--- config.mk ---
export PLATFORM = sky130hd
export DESIGN_NAME = sid_readback
export DESIGN_NICKNAME = d
export VERILOG_FILES = /design/src/rtl/sid_pkg.sv /design/src/rtl/sid_pot_axis.sv /design/src/rtl/sid_readback.sv
export SDC_FILE = /design/constraint.sdc
export NUM_CORES = 1
export LEC_CHECK = 0
export ABC_AREA = 1
export ABC_CLOCK_PERIOD_IN_PS = 6400
export BUFFER_PORTS_ARGS = -buffer_cell sky130_fd_sc_hd__buf_2
export CORE_MARGIN = 3
export CORE_UTILIZATION = 28
export CTS_CLUSTER_DIAMETER = 40
export DETAILED_ROUTE_END_ITERATION = 7
export PLACE_DENSITY_LB_ADDON = 0.1
export SYNTH_ARGS = -nofsm -noshare
export SYNTH_HDL_FRONTEND = slang
export SYNTH_SLANG_ARGS = --single-unit
--- constraint.sdc ---
create_clock -name clk -period 6.4 [get_ports clk]
set_input_delay 0.64 -clock clk [delete_from_list [all_inputs] [get_ports clk]]
set_output_delay 0.64 -clock clk [all_outputs]
set_load 0.005 [all_outputs]
--- src/rtl/sid_pkg.sv ---
// sid_pkg: constants and types shared by the SID read-side logic.
//   ADDR_POTX/ADDR_POTY/ADDR_OSC3/ADDR_ENV3 - read-only register addresses.
//   pot_state_e                            - pot measurement FSM state.
package sid_pkg;

  localparam logic [4:0] ADDR_POTX = 5'h19;
  localparam logic [4:0] ADDR_POTY = 5'h1A;
  localparam logic [4:0] ADDR_OSC3 = 5'h1B;
  localparam logic [4:0] ADDR_ENV3 = 5'h1C;

  typedef enum logic {
    DISCHARGE = 1'b0,
    COUNT     = 1'b1
  } pot_state_e;

endpackage

--- src/rtl/sid_pot_axis.sv ---
// sid_pot_axis: one paddle axis of the pot measurement.
//   clk, rst   - master clock, asynchronous active-high reset.
//   pot_i      - asynchronous comparator output (1 = capacitor above threshold).
//   clear_i    - held high while capacitors discharge; clears count and stop flag.
//   tick_i     - one count tick (clkEn while counting).
//   publish_i  - last tick of the count phase; only ever asserted with tick_i.
//   value_o    - published count, read back as POTX/POTY.
module sid_pot_axis
  import sid_pkg::*;
(
  input  logic       clk,
  input  logic       rst,
  input  logic       pot_i,
  input  logic       clear_i,
  input  logic       tick_i,
  input  logic       publish_i,
  output logic [7:0] value_o
);

  logic       sync1_q;
  logic       sync2_q;
  logic       stop_q;
  logic [7:0] cnt_q;
  logic [7:0] cnt_d;
  logic [7:0] pub_q;

  // Count value after the current tick; also what gets published so the
  // final tick of the phase is included in the result.
  always_comb begin
    cnt_d = cnt_q;
    if (!sync2_q && !stop_q && (cnt_q != 8'hFF)) begin
      cnt_d = cnt_q + 8'd1;
    end
  end

  always_ff @(posedge clk or posedge rst) begin
    if (rst) begin
      sync1_q <= 1'b0;
      sync2_q <= 1'b0;
      stop_q  <= 1'b0;
      cnt_q   <= 8'h00;
      pub_q   <= 8'h00;
    end else begin
      sync1_q <= pot_i;
      sync2_q <= sync1_q;
      if (clear_i) begin
        cnt_q  <= 8'h00;
        stop_q <= 1'b0;
      end else if (tick_i) begin
        cnt_q <= cnt_d;
        // Once the capacitor has crossed the threshold the count freezes,
        // even if the comparator chatters back to 0 later.
        if (sync2_q) begin
          stop_q <= 1'b1;
        end
      end
      if (publish_i) begin
        pub_q <= cnt_d;
      end
    end
  end

  assign value_o = pub_q;

endmodule

--- src/rtl/sid_readback.sv ---
// sid_readback: read-side bus responder for the SID register space.
//   clk, rst        - master clock, asynchronous active-high reset.
//   clkEn           - 1 MHz tick enable (pot FSM and bus-latch decay).
//   iRE, iWE        - read / write strobes, one clk wide.
//   iAddr           - register address.
//   iDataW          - write data (loaded into the bus latch).
//   iOsc3, iEnv3    - voice-2 oscillator and envelope.
//   iPotX, iPotY    - asynchronous pot comparator outputs.
//   oDataR          - read data.
//   oPotDischarge   - high while the pot capacitors are discharged.
//   oDbgState       - current pot FSM state, for observation only.
//
// Bus protocol: a read is serviced on the clk edge where iRE=1 and iWE=0;
// oDataR carries the result from the next cycle and holds until the next
// serviced read. There is no backpressure. iWE always wins over iRE.
module sid_readback
  import sid_pkg::*;
#(
  parameter int DECAY_TICKS = 8192,
  parameter int POT_HALF    = 256   // must not exceed 256 (8-bit phase counter)
) (
  input  logic        clk,
  input  logic        rst,
  input  logic        clkEn,
  input  logic        iRE,
  input  logic        iWE,
  input  logic [4:0]  iAddr,
  input  logic [7:0]  iDataW,
  input  logic [11:0] iOsc3,
  input  logic [7:0]  iEnv3,
  input  logic        iPotX,
  input  logic        iPotY,
  output logic [7:0]  oDataR,
  output logic        oPotDischarge,
  output pot_state_e  oDbgState
);

  localparam int              DW         = $clog2(DECAY_TICKS + 1);
  localparam logic [DW-1:0]   DECAY_END  = DW'(DECAY_TICKS);
  localparam logic [DW-1:0]   DECAY_PRE  = DW'(DECAY_TICKS - 1);
  localparam logic [7:0]      PHASE_LAST = 8'(POT_HALF - 1);

  pot_state_e      state_q;
  logic [7:0]      phase_q;
  logic            disch_q;
  logic [7:0]      rdata_q;
  logic [7:0]      rdata_d;
  logic [7:0]      latch_q;
  logic [DW-1:0]   decay_q;
  logic [7:0]      potx;
  logic [7:0]      poty;
  logic            pot_clear;
  logic            pot_tick;
  logic            pot_publish;
  logic            unused_osc_lo;

  // OSC3 only exposes the top byte of the waveform.
  assign unused_osc_lo = ^iOsc3[3:0];

  assign pot_clear   = (state_q == DISCHARGE);
  assign pot_tick    = clkEn && (state_q == COUNT);
  assign pot_publish = pot_tick && (phase_q == PHASE_LAST);

  sid_pot_axis u_pot_x (
    .clk       (clk),
    .rst       (rst),
    .pot_i     (iPotX),
    .clear_i   (pot_clear),
    .tick_i    (pot_tick),
    .publish_i (pot_publish),
    .value_o   (potx)
  );

  sid_pot_axis u_pot_y (
    .clk       (clk),
    .rst       (rst),
    .pot_i     (iPotY),
    .clear_i   (pot_clear),
    .tick_i    (pot_tick),
    .publish_i (pot_publish),
    .value_o   (poty)
  );

  // Pot FSM: each state lasts POT_HALF ticks; the phase counter restarts at
  // the same edge as the state change so no tick is lost.
  always_ff @(posedge clk or posedge rst) begin
    if (rst) begin
      state_q <= DISCHARGE;
      phase_q <= 8'h00;
      disch_q <= 1'b1;
    end else if (clkEn) begin
      if (phase_q == PHASE_LAST) begin
        phase_q <= 8'h00;
        case (state_q)
          DISCHARGE: begin
            state_q <= COUNT;
            disch_q <= 1'b0;
          end
          default: begin
            state_q <= DISCHARGE;
            disch_q <= 1'b1;
          end
        endcase
      end else begin
        phase_q <= phase_q + 8'd1;
      end
    end
  end

  // Read mux; published pot values are registers, so a read on the publish
  // edge naturally returns the previous measurement.
  always_comb begin
    rdata_d = latch_q;
    case (iAddr)
      ADDR_POTX: rdata_d = potx;
      ADDR_POTY: rdata_d = poty;
      ADDR_OSC3: rdata_d = iOsc3[11:4];
      ADDR_ENV3: rdata_d = iEnv3;
      default:   rdata_d = latch_q;
    endcase
  end

  // Bus latch with decay. Any load (write or serviced read) restarts the
  // decay count and takes priority over expiry on the same edge.
  always_ff @(posedge clk or posedge rst) begin
    if (rst) begin
      rdata_q <= 8'h00;
      latch_q <= 8'h00;
      decay_q <= '0;
    end else begin
      if (iWE) begin
        latch_q <= iDataW;
        decay_q <= '0;
      end else if (iRE) begin
        rdata_q <= rdata_d;
        latch_q <= rdata_d;
        decay_q <= '0;
      end else if (clkEn && (decay_q != DECAY_END)) begin
        decay_q <= decay_q + DW'(1);
        if (decay_q == DECAY_PRE) begin
          latch_q <= 8'h00;
        end
      end
    end
  end

  assign oDataR        = rdata_q;
  assign oPotDischarge = disch_q;
  assign oDbgState     = state_q;

endmodule

* Word-level counts from Yosys, hierarchy flattened
Index checks and enable logic that the tools add are counted.
** Operators by class
- Add/subtract/negate cells :: 4
- Eq/ne operators :: 12
- Mux-type cells :: 23
- Bitwise gates (word level) :: 1
- Reduce and logical (&&, ||, !) cells :: 18
** Operators with widths (count)
- 2-to-1 mux 8 bit :: 11
- 2-to-1 mux 14 bit :: 3
- case mux 8 bit (4 select lines) :: 1
- adder 8 x 1 -> 8 bit, second input constant :: 3
- == test 5 bit, second input constant :: 4
- != test 8 bit, second input constant :: 2
- adder 14 x 1 -> 14 bit, second input constant :: 1
- == test 14 x 13 -> 1 bit, second input constant :: 1
- != test 14 bit, second input constant :: 1
- AND reduction 2 bit :: 5
- == test 8 bit, second input constant :: 1
- 2-to-1 mux 1 bit :: 8
- logical AND 1 bit :: 7
- != test 2 x 1 -> 1 bit, second input constant :: 3
- nonzero test 3 bit :: 2
- logical NOT 1 bit :: 4
- inverter 1 bit :: 1
** Storage, ports and cells
- Flip-flop bits (word level) :: 78
- Input bits :: 40
- Logic and storage cells :: 74

* Longest topological paths before layout
Gate-level depths: netlist (run 1).
- Depth in word-level cells :: 6
- Mapped depth :: 10
- Depth with buffers taken out :: 10

* Cells and area by module
Synthesis (run 1) repeated with hierarchy kept, for this count alone.
** Unflattened totals
- Cells, all modules :: 606
- Area total of the unflattened synthesis :: 4555.6 um^2
** By module, submodules not included
- sid_readback :: times used 1, cells each 358, area an instance 2648.8 um^2
- sid_pot_axis :: times used 2, cells each 124, area an instance 953.4 um^2

* Worst setup path after synthesis (run 1)
OpenSTA, ideal clock, no wires.
- Path type :: input-to-reg
- Start point :: in iAddr[0]
- End point :: reg latch_q[0]
- Library setup time :: 125 ps
- Arrival :: 1389 ps
- Setup slack :: 4886 ps
- Stages :: 8
- Buffers on the path :: 0
- Cell sequence :: inv_1 nand2_1 nor2_2 inv_1 nand4_1 nand2_1 nand2_1 nand3_1
** Between the ends
- Word-level cells in the longest chain between the ends :: 4
- Elaborated cells on any way between the ends :: 7
- Classes of those cells :: eq/ne: 4; mux: 3
** Ends and longest elaborated chain
- start: declaration :: RTL line sid_readback.sv:27 : input logic [4:0] iAddr,
- == test 5 bit :: RTL line sid_readback.sv:114 : case (iAddr)
- case mux 8 bit (4 select lines) * :: RTL line sid_readback.sv:114
- 2-to-1 mux 8 bit * :: RTL line sid_readback.sv:134 : end else if (iRE) begin
- 2-to-1 mux 8 bit * :: RTL line sid_readback.sv:131 : if (iWE) begin
- end signal: assignment :: RTL line sid_readback.sv:132 : latch_q <= iDataW;
- end signal: assignment :: RTL line sid_readback.sv:136 : latch_q <= rdata_d;
- end: declaration :: RTL line sid_readback.sv:48 : logic [7:0] latch_q;
Mark *: on every way between the ends. The rest lies on a longest branch, timed or not.
A chain may end at the register's enable or synchronous reset.

* Worst setup path in the final report (run 1)
- Start point :: in iWE
- End point :: reg decay_q[5]
** Between the ends
- Word-level cells in the longest chain between the ends :: 1
- Elaborated cells on any way between the ends :: 2
- Classes of those cells :: mux: 1; reduce/logical: 1
** Ends and longest elaborated chain
- start: declaration :: RTL line sid_readback.sv:26 : input logic iWE,
- nonzero test 3 bit (no line) / 2-to-1 mux 14 bit (equally long branches)
- end signal: assignment :: RTL line sid_readback.sv:139 : decay_q <= decay_q + DW'(1);
- end: declaration :: RTL line sid_readback.sv:49 : logic [DW-1:0] decay_q;
Several ways; a longest one is shown, not always the timed one.

==> out/results.txt, run 1 <==
WS Path Type -> in -> reg
Combinational power share -> 10.5%
Routed wire length -> 11,200 µm
EDFF count, synth -> 0
CTS tree -> built
Post-synth top cells -> 195 x nand2_1, 77 x dfrtp_1, 65 x inv_1
Clock Sinks -> 78
GRT Util Overall -> 13.83%
Hold crit path type -> reg -> reg
P&R area growth vs syn -> 17.95%
Final Cycle Share -> 31.40%
Worst setup path startpoint -> iWE
Clock root buffer -> clkbuf_16
Fin crit period -> 2.009 ns
Final Hold Fails -> 0
CTS clk-pin slew, worst paths -> 0.06 ns
Largest net degree at the start of global routing -> 79
Routed wire per std cell -> 13.10 µm
WP data required -> 6.63 ns
CTS Buffer Depth -> 2
Post-cts sizing count -> 0
Layout cells sized above 1 -> 14.13%
Inserted Diodes -> 0
Yosys reg bits -> 78
Leakage -> 2.524 nW
Startpoint types -> input port
Fin util -> 33.79%
Clock power frac -> 47.6%
Worst Reg2Reg Path Length in Cells -> 10
Vias in the first global route -> 3,683
Distinct cell type count after synthesis -> 33
RSZ-0062 raised after global routing -> false
Max Clk Rate -> 497.7 MHz
Die Ht -> 131.0 µm
Synth area leader -> dfrtp_1
Setup TNS -> 0 ns
Worst-Margin Slew -> 1.023 ns
Status -> finished, final reports clean
DRT Pass-1 Iters -> 5
PwrDens -> 259.6 mW/mm²
Setup bufs post-CTS -> 0
Crit-path cells -> buf_2 -> nor2_1 -> nand2_4 -> inv_1 -> o21ai_0
Sequential Power Share -> 41.9%
Synthesized area -> 0.004372 mm²
Final #Nets -> 684
Syn nets -> 638
Crit path arrival time -> 2.24 ns
Worst slew margin -> 31.81%
Top_reg_cell synth -> dfrtp_1
CP Capture Point -> decay_q[5]$_DFFE_PP0P_
Cell Rows -> 45
Dpl hpwl -> 8035 µm
Synth Area per Inst -> 7.372 µm²
CTS Buf Count -> 9
Post-synth top area share -> 44.08%
Die area -> 0.01715 mm²
Gpl congestion -> 0.8061
Vias -> 3,822
Wire length of the first global-routing pass -> 18,510 µm
Cell with the most instances after synthesis -> nand2_1
Syn Inst Count -> 593
Post-CTS Hold Buffers -> 0
H-tree levels -> 3
Clock Skews -> 0.006039 ns
YS warnings -> 0
Setup Viol. Count Final -> 0
P_int -> 1.004 mW
Max FO, Critical Path -> 22
Chip width -> 131.0 µm
Core region area -> 0.01526 mm²
FF-to-FF End -> u_pot_x.value_o[7]$_DFFE_PP0P_
Vias per cell -> 4.470
Post-route ant nets -> 0
Max cap viols -> 0
Starting utilization of the core area -> 28.65%
Io pins -> 50
Synth async-reset ratio -> 100.0%
Switching Share -> 25.02%
Register-to-register setup slack -> 4.54 ns
Initial antenna violation count -> 0
Psw -> 0.3350 mW
Sequential fraction of the synthesis area -> 44.68%
Crit-path slowest cell -> nor2_1
Number of remaining DRC errors -> 0
Worst-Skew Late Latency -> 0.34 ns
Worst vdd ir -> 0.0001323 V
Worst path max stage delay -> 0.75 ns
R2r startpoint -> u_pot_x.cnt_q[0]$_DFFE_PP0P_
GRT Residual Overflow -> 0
PortBufs -> 45
Largest cells by area after synthesis -> dfrtp_1 44%, nand2_1 17%, nand3_1 6.6%, o21ai_0 5.7%, inv_1 5.6%
CP endpoint kind -> register
Max-slew violations -> 0
Violation count after the first detailed-route iteration -> 209
[power by group through the flow]
| stage | Clock, mW | Combinational (mW) | Sequential, mW |
|---|---|---|---|
| after floorplan | 0 | 0.0995 | 0.564 |
| after global placement | 0 | 0.142 | 0.568 |
| after detailed placement | 0 | 0.145 | 0.569 |
| after CTS | 0.657 | 0.145 | 0.561 |
| after global routing | 0.677 | 0.165 | 0.566 |
| final | 0.637 | 0.141 | 0.561 |
[state kept, by name, summed over array words and instances (netlist names)]
| signal | flops |
|---|---|
| u_pot_y.stop_q | 1 |
| latch_q | 8 |
| decay_q | 14 |
| oDbgState | 1 |
| oPotDischarge | 1 |
| u_pot_y.value_o | 8 |
| oDataR | 8 |
| u_pot_x.value_o | 8 |
| u_pot_x.stop_q | 1 |
| u_pot_x.sync1_q | 1 |
| u_pot_y.sync2_q | 1 |
| u_pot_y.sync1_q | 1 |
| u_pot_x.cnt_q | 8 |
| u_pot_y.cnt_q | 8 |
| phase_q | 8 |
| u_pot_x.sync2_q | 1 |
[critical path: cells and delay by family]
family / cells / cell delay [ns]
and+or+nand+nor: 2 / 1.05
buffers and inverters: 2 / 0.44
AOI/OAI and AO/OA: 1 / 0.10
[cells in the final DEF (no fill, tap or decap), types with 5 or more instances in the layout]
cell	netlist	routed
nand2_1	195	195
dfrtp_1	77	77
inv_1	65	64
nand3_1	58	58
nor2_1	50	50
o21ai_0	50	50
buf_2	4	45
nand4_1	18	18
xor2_1	12	12
o21ai_2	9	9
clkbuf_16	0	9
nor3_1	8	8
a21oi_1	5	5
ha_1	5	5
[layout make-up]
cell class,instances,area (µm²)
fill,1646,10100
multi-input combinational,432,2066
sequential,78,1953
inverter,71,270.3
tap,211,264.0
timing repair buffer,47,240.2
clock buffer,10,229.0
clock inverter,6,133.9
[per-layer routing]
layer	vias to the layer above	share of wire, %	track usage [%]
met5	-	0	0
met2	53	47	21.68
met3	5	4.0	4.715
li1	1991	-	-
met1	1773	48	18.60
met4	0	0.73	2.904
[worst min-delay path by stage]
stage | from | end | slack (ns) | depth (start not counted)
floorplan | u_pot_x.sync1_q$_DFF_PP0_ | u_pot_x.sync2_q$_DFF_PP0_ | 0.33 | 0
global placement | u_pot_y.sync1_q$_DFF_PP0_ | u_pot_y.sync2_q$_DFF_PP0_ | 0.33 | 0
detailed placement | u_pot_x.sync1_q$_DFF_PP0_ | u_pot_x.sync2_q$_DFF_PP0_ | 0.33 | 0
CTS | u_pot_x.sync1_q$_DFF_PP0_ | u_pot_x.sync2_q$_DFF_PP0_ | 0.35 | 0
global route | u_pot_y.sync1_q$_DFF_PP0_ | u_pot_y.sync2_q$_DFF_PP0_ | 0.37 | 0
finish | u_pot_x.sync1_q$_DFF_PP0_ | u_pot_x.sync2_q$_DFF_PP0_ | 0.35 | 0
[logic make-up (layout without fill, tap and decap cells)]
kind of cell	Yosys count	count (layout)	synth area share [%]
AND/OR/NAND/NOR	343	343	34.06
buffers and inverters	83	134	8.071
flip-flops	78	78	44.68
AO/OA/AOI/OAI	69	69	8.758
XOR/XNOR	15	15	3.005
adder cells (fa/ha/maj)	5	5	1.431
[through the flow]
step | instances | cell area, µm² | worst slack (ns) | hold slack (ns) | total power, mW
final | 855 | 5156 | 4.391 | 0.3465 | 1.339
after global routing | 855 | 5156 | 4.150 | 0.3668 | 1.409
after global placement | 839 | 4793 | 4.015 | 0.3331 | 0.7098
after CTS | 855 | 5156 | 4.386 | 0.3482 | 1.362
after floorplan | 593 | 4372 | 3.767 | 0.3312 | 0.6638
after detailed placement | 839 | 4793 | 4.006 | 0.3347 | 0.7140
Power figures use the tool's default switching activity.
==> run 2, diff against run 1 <==
- ABC_CLOCK_PERIOD_IN_PS: 6400 -> 2000
- clock period: 6.4 -> 2 ns (I/O delays scaled with it)
==> out/results.txt, run 2 (synthesis gave the netlist of run 1 again) <==
Status -> finished, final reports clean
Worst vdd ir -> 0.0003669 V
CP endpoint kind -> register
Routed wire per std cell -> 12.93 µm
Chip width -> 131.0 µm
Setup Viol. Count Final -> 0
Placed Area -> 0.004861 mm²
Max FO, Critical Path -> 7
Max reg flops -> 14
Dpl hpwl -> 8249 µm
CTS clk-pin slew, worst paths -> 0.06 ns
Cell Rows -> 45
GRT Util Overall -> 13.99%
Clock Sinks -> 78
Startpoint types -> register
GRT Residual Overflow -> 0
Placed Instances -> 846
H-tree levels -> 3
Routed wire length -> 11,180 µm
Core region area -> 0.01526 mm²
Final #Nets -> 694
Leakage -> 2.535 nW
PwrDens -> 755.5 mW/mm²
CTS Buffer Depth -> 2
Post-route ant nets -> 0
Inserted Diodes -> 0
Vias -> 3,855
Die area -> 0.01715 mm²
Wire length of the first global-routing pass -> 18,850 µm
Fin crit period -> 1.695 ns
WS Path Type -> reg -> reg
Gpl congestion -> 0.8098
Largest net degree at the start of global routing -> 44
Max-slew violations -> 0
Final Hold Fails -> 0
Most common cell after layout, fill and taps aside -> nand2_1
Hold crit path type -> in -> reg
Worst slew margin -> 64.63%
P&R area growth vs syn -> 18.78%
Vias in the first global route -> 3,861
Violation count after the first detailed-route iteration -> 230
Setup TNS -> 0 ns
Number of remaining DRC errors -> 0
Clock Skews -> 0.005418 ns
Fin cells -> 865
Worst-Skew Late Latency -> 0.34 ns
Fin util -> 34.03%
PortBufs -> 45
Layout cells sized above 1 -> 15.14%
Vias per cell -> 4.457
RSZ-0062 raised after global routing -> false
CTS tree -> built
Finished layout cell area -> 0.005192 mm²
Die Ht -> 131.0 µm
Clock root buffer -> clkbuf_16
CTS Buf Count -> 9
DRT Pass-1 Iters -> 5
WP data required -> 2.25 ns
Register-to-register setup slack -> 0.30 ns
Final Cycle Share -> 84.76%
Starting utilization of the core area -> 28.65%
Io pins -> 50
Commonest non-fill, non-tap cells in the layout -> 195 x nand2_1, 77 x dfrtp_1, 63 x inv_1
Max Clk Rate -> 589.9 MHz
Biggest register -> decay_q
Max cap viols -> 0
Initial antenna violation count -> 0
Worst-Margin Slew -> 0.5287 ns
Crit path arrival time -> 1.95 ns
[run 2: changes by cell type in the layout (fill, tap and decap cells not counted), moves of 3 or more]
cell | before | now
clkinvlp_4 | 0 | 3
buf_4 | 2 | 8
bufinv_16 | 4 | 1
dlygate4sd3_1 | 0 | 3
[run 2: worst paths after layout]
check                                             start                             end  cells after the start
setup / recovery           u_pot_x.cnt_q[1]$_DFFE_PP0P_  u_pot_x.value_o[2]$_DFFE_PP0P_                     10
hold / removal                                iDataW[7]          latch_q[7]$_DFFE_PP0P_                      3
setup reg to reg           u_pot_x.cnt_q[1]$_DFFE_PP0P_  u_pot_x.value_o[2]$_DFFE_PP0P_                     10
hold reg to reg               u_pot_y.sync1_q$_DFF_PP0_       u_pot_y.sync2_q$_DFF_PP0_                      0
max in group asynchronous                           rst    u_pot_y.cnt_q[3]$_DFFE_PP0P_                      4
min in group asynchronous                           rst         decay_q[11]$_DFFE_PP0P_                      3
[run 2: area by class of cell]
cell class                 count  area [µm²]
clock buffer                  11       242.7
timing repair buffer          57       335.3
fill                        1668       10070
clock inverter                 5       58.81
tap                          211       264.0
sequential                    78        1953
multi-input combinational    432        2066
inverter                      71       272.8
[run 2: layer usage]
metal | track usage, % | part of all wire, %
met5 | 0 | 0
met4 | 3.569 | 0.95
met3 | 3.862 | 3.5
met2 | 22.25 | 46
met1 | 18.84 | 49
[run 2: stage by stage]
step	power [mW]	hold slack, ns	setup slack, ns
global placement	2.286	0.2644	0.2638
floorplan	2.125	0.2314	0.5139
global route	4.171	0.08641	0.02905
CTS	4.009	0.07201	0.2228
detailed placement	2.297	0.2802	0.2410
finish	3.923	0.08564	0.3047
[run 2: worst max-delay path, cell delays in order (launching register included)]
cell and delay (ns):
dfrtp_1 0.40, ha_1 0.20, nand2_1 0.08, nor2_2 0.16, nand4_1 0.10, nand2_1 0.20, buf_4 0.18, nand2_1 0.06
o21ai_2 0.08, nand2_1 0.07, o21ai_0 0.08
[run 2: what timing repair did]
action	CTS	global route
setup endpoints to repair	0	2
hold buffers	3	0
buffers inserted	0	0
gates resized for setup	0	1
endpoints found under the hold margin	19	0
[run 2: power by group]
| part | switching, mW | leakage [nW] | internal, mW |
|---|---|---|---|
| sequential | 0.0873 | 1.02 | 1.70 |
| clock | 0.659 | 0.142 | 1.00 |
| combinational | 0.294 | 1.38 | 0.178 |
| total | 1.04 | 2.53 | 2.88 |
